==> config.mk <==
export PLATFORM = sky130hd
export DESIGN_NAME = pipeline_ctrl
export DESIGN_NICKNAME = d
export VERILOG_FILES = /design/src/rtl/pipeline_ctrl_pkg.sv /design/src/rtl/pipeline_ctrl_fwd_unit.sv /design/src/rtl/pipeline_ctrl.sv
export SDC_FILE = /design/constraint.sdc
export NUM_CORES = 1
export LEC_CHECK = 0
export ABC_AREA = 1
export CAP_MARGIN = 25
export CORE_AREA = 2 2 126 128
export DETAILED_ROUTE_END_ITERATION = 6
export DIE_AREA = 0 0 128 130
export PLACE_DENSITY = 0.77
export SYNTH_ARGS = -nofsm -noshare
export SYNTH_HDL_FRONTEND = slang
export SYNTH_HIERARCHICAL = 1
export SYNTH_SLANG_ARGS = --single-unit
==> constraint.sdc <==
create_clock -name clk -period 9 [get_ports clk]
set_clock_uncertainty 0.1 [all_clocks]
set_input_delay 1.8 -clock clk [delete_from_list [all_inputs] [get_ports clk]]
set_output_delay 1.8 -clock clk [all_outputs]
set_load 0.03 [all_outputs]
==> src/rtl/pipeline_ctrl_pkg.sv <==
// Shared types for the pipeline hazard controller: ALU forwarding selects and FSM state encoding.
package pipeline_ctrl_pkg;

   typedef enum logic [1:0] {
      from_idex  = 2'd0,
      from_exmem = 2'd1,
      from_memwb = 2'd2
   } forward_t;

   typedef logic [1:0] pipe_ctrl_state_t;

   localparam pipe_ctrl_state_t RUN   = 2'd0;
   localparam pipe_ctrl_state_t DWAIT = 2'd1;
   localparam pipe_ctrl_state_t REDIR = 2'd2;

endpackage

==> src/rtl/pipeline_ctrl_fwd_unit.sv <==
// Forwarding select for one EX ALU operand; purely combinational, zero latency, no flow control.
// EX/MEM is the younger producer, so it wins over MEM/WB.
module fwd_unit
   import pipeline_ctrl_pkg::*;
(
   input  logic       i_sel_is_rs,
   input  logic [4:0] i_ex_rs,
   input  logic [4:0] i_exmem_rd,
   input  logic       i_exmem_regwrite,
   input  logic [4:0] i_memwb_rd,
   input  logic       i_memwb_regwrite,
   output forward_t   o_fw
);

   logic w_hit_exmem;
   logic w_hit_memwb;

   assign w_hit_exmem = i_sel_is_rs & i_exmem_regwrite & (i_exmem_rd != 5'd0) & (i_exmem_rd == i_ex_rs);
   assign w_hit_memwb = i_sel_is_rs & i_memwb_regwrite & (i_memwb_rd != 5'd0) & (i_memwb_rd == i_ex_rs);

   always_comb begin
      o_fw = from_idex;
      if (w_hit_exmem)
         o_fw = from_exmem;
      else if (w_hit_memwb)
         o_fw = from_memwb;
   end

endmodule

==> src/rtl/pipeline_ctrl.sv <==
// Hazard controller for the 5-stage rv32i pipeline: stage enables, bubbles, redirect and forwarding.
// Outputs are combinational from current state; redirect target and perf counters are registered.
module pipeline_ctrl
   import pipeline_ctrl_pkg::*;
#(
   parameter int CNT_W = 32
) (
   input  logic             clk,
   input  logic             rst,
   input  logic [4:0]       id_rs1,
   input  logic [4:0]       id_rs2,
   input  logic             idex_valid,
   input  logic             idex_load,
   input  logic [4:0]       idex_rd,
   input  logic [4:0]       ex_rs1,
   input  logic [4:0]       ex_rs2,
   input  logic             ex_a_is_rs1,
   input  logic             ex_b_is_rs2,
   input  logic [4:0]       exmem_rd,
   input  logic [4:0]       memwb_rd,
   input  logic             exmem_regwrite,
   input  logic             memwb_regwrite,
   input  logic             ex_valid,
   input  logic             ex_correct_pc_prediction,
   input  logic [31:0]      ex_next_pc,
   input  logic             imem_busy,
   input  logic             imem_resp,
   input  logic             dmem_busy,
   input  logic             dmem_resp,
   output logic             load_pc,
   output logic             load_ifid,
   output logic             load_idex,
   output logic             load_exmem,
   output logic             load_memwb,
   output logic             flush_ifid,
   output logic             flush_idex,
   output logic             redirect_valid,
   output logic [31:0]      redirect_pc,
   output forward_t         alumux1_fw,
   output forward_t         alumux2_fw,
   output logic [CNT_W-1:0] perf_stall_cnt,
   output logic [CNT_W-1:0] perf_mispredict_cnt
);

   pipe_ctrl_state_t r_state;
   pipe_ctrl_state_t w_state_nxt;
   logic [31:0]      r_redirect_pc;
   logic [CNT_W-1:0] r_stall_cnt;
   logic [CNT_W-1:0] r_misp_cnt;

   logic w_dwait, w_misp, w_load_use, w_imem_wait;
   logic w_load_pc, w_load_ifid, w_load_idex, w_load_exmem, w_load_memwb;
   logic w_flush_ifid, w_flush_idex, w_redirect, w_rpc_live, w_misp_act;
   forward_t w_fw1, w_fw2;

   fwd_unit u_fwd_a (
      .i_sel_is_rs      (ex_a_is_rs1),
      .i_ex_rs          (ex_rs1),
      .i_exmem_rd       (exmem_rd),
      .i_exmem_regwrite (exmem_regwrite),
      .i_memwb_rd       (memwb_rd),
      .i_memwb_regwrite (memwb_regwrite),
      .o_fw             (w_fw1)
   );

   fwd_unit u_fwd_b (
      .i_sel_is_rs      (ex_b_is_rs2),
      .i_ex_rs          (ex_rs2),
      .i_exmem_rd       (exmem_rd),
      .i_exmem_regwrite (exmem_regwrite),
      .i_memwb_rd       (memwb_rd),
      .i_memwb_regwrite (memwb_regwrite),
      .o_fw             (w_fw2)
   );

   // Once in DWAIT only dmem_resp releases the freeze, regardless of dmem_busy.
   assign w_dwait     = (r_state == DWAIT) ? !dmem_resp : (dmem_busy & !dmem_resp);
   assign w_misp      = ex_valid & !ex_correct_pc_prediction;
   assign w_load_use  = idex_valid & idex_load & (idex_rd != 5'd0) &
                        ((idex_rd == id_rs1) | (idex_rd == id_rs2));
   assign w_imem_wait = imem_busy & !imem_resp;

   always_comb begin
      w_state_nxt  = r_state;
      w_load_pc    = 1'b0;
      w_load_ifid  = 1'b0;
      w_load_idex  = 1'b0;
      w_load_exmem = 1'b0;
      w_load_memwb = 1'b0;
      w_flush_ifid = 1'b0;
      w_flush_idex = 1'b0;
      w_redirect   = 1'b0;
      w_rpc_live   = 1'b0;
      w_misp_act   = 1'b0;
      if (w_dwait) begin
         if (r_state == RUN)
            w_state_nxt = DWAIT;
      end else if (r_state == REDIR) begin
         w_load_ifid  = 1'b1;
         w_load_idex  = 1'b1;
         w_load_exmem = 1'b1;
         w_load_memwb = 1'b1;
         w_flush_ifid = 1'b1;
         if (imem_resp) begin
            w_load_pc   = 1'b1;
            w_redirect  = 1'b1;
            w_state_nxt = RUN;
         end
      end else begin
         w_state_nxt  = RUN;
         w_load_exmem = 1'b1;
         w_load_memwb = 1'b1;
         w_load_idex  = 1'b1;
         if (w_misp) begin
            w_misp_act   = 1'b1;
            w_load_ifid  = 1'b1;
            w_flush_ifid = 1'b1;
            w_flush_idex = 1'b1;
            if (!w_imem_wait) begin
               w_load_pc  = 1'b1;
               w_redirect = 1'b1;
               w_rpc_live = 1'b1;
            end else begin
               w_state_nxt = REDIR;
            end
         end else if (w_load_use) begin
            w_flush_idex = 1'b1;
         end else if (w_imem_wait) begin
            w_load_ifid  = 1'b1;
            w_flush_ifid = 1'b1;
         end else begin
            w_load_pc   = 1'b1;
            w_load_ifid = 1'b1;
         end
      end
   end

   always_ff @(posedge clk or posedge rst) begin
      if (rst) begin
         r_state       <= RUN;
         r_redirect_pc <= 32'd0;
         r_stall_cnt   <= '0;
         r_misp_cnt    <= '0;
      end else begin
         r_state <= w_state_nxt;
         if (w_misp_act)
            r_redirect_pc <= ex_next_pc;
         if (!w_load_pc && (r_stall_cnt != '1))
            r_stall_cnt <= r_stall_cnt + CNT_W'(1);
         if (w_misp_act && (r_misp_cnt != '1))
            r_misp_cnt <= r_misp_cnt + CNT_W'(1);
      end
   end

   assign load_pc             = !rst & w_load_pc;
   assign load_ifid           = !rst & w_load_ifid;
   assign load_idex           = !rst & w_load_idex;
   assign load_exmem          = !rst & w_load_exmem;
   assign load_memwb          = !rst & w_load_memwb;
   assign flush_ifid          = !rst & w_flush_ifid;
   assign flush_idex          = !rst & w_flush_idex;
   assign redirect_valid      = !rst & w_redirect;
   assign redirect_pc         = (w_rpc_live & !rst) ? ex_next_pc : r_redirect_pc;
   assign alumux1_fw          = rst ? from_idex : w_fw1;
   assign alumux2_fw          = rst ? from_idex : w_fw2;
   assign perf_stall_cnt      = r_stall_cnt;
   assign perf_mispredict_cnt = r_misp_cnt;

endmodule

==> impl_metrics.yaml, run 1 <==
status:
  status: "completed"
critical_path:
  r2r_setup_slack_ns: 6.28
  crit_chain: "clkdlybuf4s50_1 -> inv_1 -> nor2_1 -> nand3_2 -> buf_4 -> inv_1 -> nand3_2 -> o21ai_0 -> clkdlybuf4s50_1"
  path_delay_family: "buffers and inverters"
  critical-path-slowest-cell: "nand3_2"
  crit_arrival_ns: 5.21
  cp.buffers_inverters: 5
  crit_fanout: 66
  crit_required_ns: 7.10
  endpoint_kind: "output port"
  critPathKind: "in2out"
  critPathMaxStageDelay_ns: 0.75
  start_kind: "input port"
floorplan:
  fp.dieW_um: 128
  core-area_um2: 15400
  die_h_um: 130
  io_pins: 189
  dieArea_um2: 16600
  rows: 46
  start_util_pct: 42.6
sta:
  final_max_slew_viol_count: 0
  slew-limit-headroom_pct: 34.5
  setup_tns_ns: 0
  whs_ns: 0.394
  fin_crit_sh_pct: 79.0
  setup_viol: 0
  fin_crit_ns: 7.11
  max_freq_ghz: 0.141
  worst_pin_slew_ns: 0.981
  hold_viol_final: 0
  fin_ws_ns: 1.89
  grt_setup_unrepaired: "no"
job:
  max_cap_violations: 0
route:
  routed_via_density: 4.93
  vias: 6833
  firstDrtPassIters: 5
  ant_nets: 0
  dr.first_iter.drc_count: 451
  wl_um: 19000
  drc_errors: 0
  wl_per_cell_um: 13.7
placement:
  io_buffers: 188
  gp_congestion: 0.906
  dp_hpwl_um: 14800
  pre_cts_ws_ns: 1.91
  place_area_um2: 8560
synthesis:
  netlist_area_um2: 6570
  synth_cell_types: 30
  yosysWarnings: 6
  synth-seq-cells: 98
  avgSynthCellArea_um2: 6.47
  ys_seq_area_share_pct: 37.3
  synth_cells: 1015
  syn_nets: 1098
clocking:
  ctsHoldBuffers: 0
  clkTransAtPathRegs_ns: 0.07
  post_cts_buffers: 0
  htree_levels: 3
  cts_max_path_buffers: 2
  cts_tree: "yes"
  cts_buffers: 9
  clock_sinks: 98
  root_buffer: "clkbuf_16"
  cts_resized: 0
  clk_latency_ns: 0.35
cells_and_area:
  final_layout_size_suffix_gt1_share_pct: 4.10
  antenna_cells: 0
  final_area_um2: 8880
  n_fill_cell: 1465
  fin_util_pct: 57.6
  syn2layout_area_growth_pct: 35.3
  nets: 1272
power:
  p_leak_nw: 4.29
  p_per_area_nw_per_um2: 174
  ir_drop_uv: 134
grt:
  grt_use_total_pct: 23.0
  grt_pass1_wl_um: 30300
  grt_pass1_vias: 6369
  overflow: 0
  grt_max_degree: 78
  antenna_found_initial: 1
worst_hold_path:
  min_path_type: "reg2reg"
==> path summary, 6_finish.rpt <==
path                              startpoint                       to  cells past startpoint
hold / removal             r_redirect_pc[31]        r_redirect_pc[31]                      2
setup reg to reg           perf_stall_cnt[0]       perf_stall_cnt[14]                      9
max in group asynchronous                rst  perf_mispredict_cnt[25]                      4
setup / recovery                    ex_valid          redirect_pc[31]                      9
hold reg to reg            r_redirect_pc[31]        r_redirect_pc[31]                      2
min in group asynchronous                rst        perf_stall_cnt[8]                      2
==> routing by layer <==
layer / global-route usage, % / part of all wire (%) / up-vias / routed length [um]
met4: 10.7 / 3.5 / 2 / 662
met5: 0 / 0.063 / - / 12
met1: 27.2 / 41 / 3111 / 7880
li1: - / - / 3487 / -
met3: 4.43 / 4.7 / 48 / 886
met2: 40.7 / 50 / 185 / 9550
==> worst reg2reg max path, delay by kind of cell, from the launching register on <==
family | cells | cell delay [ns]
adder cells (fa/ha/maj) | 1 | 0.22
buffers and inverters | 1 | 0.08
flip-flops | 1 | 0.47
AND/OR/NAND/NOR | 7 | 1.78
==> cell usage in the layout (no fill, tap or decap), types with 6 or more instances in the layout <==
master / n
nand2_1: 387
clkdlybuf4s50_1: 188
inv_1: 124
nor2_1: 100
dfrtp_1: 98
o21ai_0: 80
nand3_1: 66
xor2_1: 36
nor3_1: 29
xnor2_1: 9
clkbuf_16: 9
nand3b_1: 8
inv_2: 8
a21oi_1: 7
nor2_2: 7
nand4_1: 6
==> layout make-up <==
cell class	count	area, um2	share of cell area [%]
clock buffers	10	229	2.58
clock inverters	6	66.3	0.747
inverters	133	502	5.65
multi-input cells	754	3450	38.9
flip-flops and latches	98	2450	27.6
well taps	192	240	2.70
repair buffers	193	1940	21.8
==> per-stage QoR <==
step	std cells	total power, mW
final	1386	1.54
after global routing	1386	1.63
after CTS	1385	1.55
after detailed placement	1369	1.16
after global placement	1369	1.15
after floorplan	1015	0.917
==> synthesized netlist by cell type, drive strengths merged <==
| cell type | n | share of area [%] |
|---|---|---|
| nand2 | 392 | 23 |
| inv | 133 | 7.6 |
| nor2 | 109 | 6.7 |
| dfrtp | 98 | 37 |
| o21ai | 82 | 6.2 |
| nand3 | 68 | 5.3 |
| xor2 | 36 | 4.8 |
| nor3 | 31 | 2.5 |
| buf | 21 | 2.0 |
| clkbuf | 9 | 0.57 |
| xnor2 | 9 | 1.2 |
| a21oi | 8 | 0.67 |
| nand3b | 8 | 0.91 |
| nand4 | 7 | 0.90 |
| ha | 2 | 0.38 |
| nor4 | 1 | 0.095 |
| o221ai | 1 | 0.13 |
==> cell families (layout without fill, tap and decap cells) <==
family                   after synthesis  after routing  synth area share (%)
adder cells (fa/ha/maj)                2              2                 0.381
XOR/XNOR                              45             45                  6.00
AO/OA/AOI/OAI                         91             91                  7.05
flip-flops                            98             98                  37.3
AND/OR/NAND/NOR                      616            616                  39.1
buffers and inverters                163            342                  10.1
==> flip-flops by register name, indices dropped and copies added (netlist names) <==
name / cells
r_state: 2
perf_mispredict_cnt: 32
perf_stall_cnt: 32
r_redirect_pc: 32
==> power by group <==
group          internal, mW  switching, mW  leakage (nW)
registers             0.512         0.0854          1.28
clock network         0.217          0.171         0.147
logic                 0.231          0.329          2.86
total                 0.959          0.586          4.29
(Power assumes the default switching activity.)
==> inputs of run 2 (changes only) <==
Clock period 9 ns to 6.7 ns, I/O delays scaled along.
==> run 2 against run 1 <==
Against the previous run: clock-buffer cell count is the same; first-iteration DRC count shrank 6.4%; register-to-register slack lost 2.4 ns; largest cell class unchanged; utilization grew 0.32 points; cell area grew 0.55%; clock power grew 61%; combinational power grew 34%; global-route usage grew 0.44 points; critical path depth shrank 1; sequential share of layout area shrank 0.15 points.
==> impl_metrics.yaml, run 2 (synthesis results as in run 1) <==
critical_path:
  r2r_start: "perf_stall_cnt[0]"
  endpoint_kind: "output port"
  cp-startpoint: "ex_valid"
  crit_required_ns: 5.26
  critPathKind: "in2out"
  start_kind: "input port"
  crit_arrival_ns: 4.36
  crit_fanout: 60
cells_and_area:
  syn2layout_area_growth_pct: 36.0
  final_layout_size_suffix_gt1_share_pct: 4.10
  layout_common_cells: "nand2_1, clkdlybuf4s50_1, inv_1, nor2_1, dfrtp_1"
  n_fill_cell: 1497
  register_area_um2: 2450
  multiInputGateArea_um2: 3450
  nets: 1273
  antenna_cells: 0
  final_area_um2: 8930
  final_common_cell: "nand2_1"
sta:
  setup_tns_ns: 0
  final_max_slew_viol_count: 0
  slew-limit-headroom_pct: 35.7
  max_freq_ghz: 0.172
  fin_crit_sh_pct: 86.6
  hold_viol_final: 0
  grt_setup_unrepaired: "no"
  worst_pin_slew_ns: 0.963
  fin_crit_ns: 5.80
  setup_viol: 0
placement:
  place_area_um2: 8570
  gp_congestion: 0.910
  io_buffers: 188
  dp_hpwl_um: 14900
clocking:
  cts_max_path_buffers: 2
  cts_resized: 0
  root_buffer: "clkbuf_16"
  cts_tree: "yes"
  htree_levels: 3
  post_cts_buffers: 0
  ctsHoldBuffers: 0
  clock_sinks: 98
  cts_buffers: 9
  clkTransAtPathRegs_ns: 0.06
  clk_latency_ns: 0.35
route:
  wl_um: 19400
  firstDrtPassIters: 5
  ant_nets: 0
  wl_per_cell_um: 14.0
  vias: 6816
  drc_errors: 0
  routed_via_density: 4.92
  dr.first_iter.drc_count: 422
power:
  p_comb_share_pct: 34.6
  total_power_mw: 2.18
  p_sw_mw: 0.780
  switching_share_pct: 35.8
  sequentialPowerShare_pct: 36.8
  internal-power_mw: 1.40
  p_leak_nw: 4.30
  ir_drop_uv: 173
  p_clk_share_pct: 28.6
  p_per_area_nw_per_um2: 244
floorplan:
  dieArea_um2: 16600
  rows: 46
  core-area_um2: 15400
  fp.dieW_um: 128
  die_h_um: 130
  io_pins: 189
  start_util_pct: 42.6
worst_hold_path:
  min_from: "r_redirect_pc[31]"
  min_path_type: "reg2reg"
grt:
  grt_pass1_wl_um: 31100
  grt_use_total_pct: 23.5
  grt_max_degree: 66
  antenna_found_initial: 1
  overflow: 0
  grt_pass1_vias: 6584
status:
  status: "completed"
job:
  max_cap_violations: 0
run 2: cell count changes in the layout (fill, tap and decap cells not counted), sizes merged:
cell	before	now
bufinv	1	4
clkinvlp	0	1
clkinv	4	0
inv	134	133
buf	5	6
run 2: metrics by stage:
stage	instances	util (%)	hold slack [ns]	setup slack (ns)
4_1_cts	1386	57.9	0.395	0.924
5_1_grt	1386	57.9	0.408	0.649
2_1_floorplan	1015	-	0.353	0.368
6_report	1386	57.9	0.393	0.899
3_5_place_dp	1371	55.6	0.379	0.925
3_3_place_gp	1371	55.6	0.376	0.989
run 2: final timing paths:
path,to,slack [ns],depth (start not counted)
max,redirect_pc[22],0.90,8
min,r_redirect_pc[31],0.39,2
max reg2reg,perf_stall_cnt[13],3.93,9
min reg2reg,r_redirect_pc[31],0.39,2
max in group asynchronous,perf_stall_cnt[11],3.83,4
min in group asynchronous,r_state[0],1.58,3
run 2: layout make-up:
class / instances / area share (%)
well taps: 192 / 2.69
repair buffers: 194 / 21.6
inverters: 133 / 5.62
clock buffers: 10 / 2.56
flip-flops and latches: 98 / 27.5
multi-input cells: 754 / 38.7
clock inverters: 5 / 1.43
run 2: worst max-delay path, stage by stage:
cell             delay, ns
clkdlybuf4s50_1       0.46
inv_1                 0.04
nor2_1                0.26
nand3_2               0.12
inv_1                 0.13
nand3_2               0.74
o21ai_0               0.51
clkdlybuf4s50_1       0.74
run 2: power groups by stage:
stage,Sequential (mW),Combinational [mW],Clock [mW]
final,0.801,0.753,0.623
after global routing,0.814,0.820,0.661
after CTS,0.800,0.759,0.633
after detailed placement,0.806,0.757,0
after global placement,0.809,0.742,0
after floorplan,0.875,0.356,0
run 2: per-layer routing:
layer  GRT usage, %  up-vias  part of all wire (%)
met5              0        -                 0.057
li1               -     3482                     -
met3           3.81       47                   5.0
met1           28.0     3089                    41
met2           42.0      196                    51
met4           10.3        2                   3.2
==> inputs of run 3 (changes only) <==
Settings changed: SKIP_CTS_REPAIR_TIMING set to 1.
==> results of run 3 <==
Same layout as run 2: the final DEF is identical, and so are final timing and power.
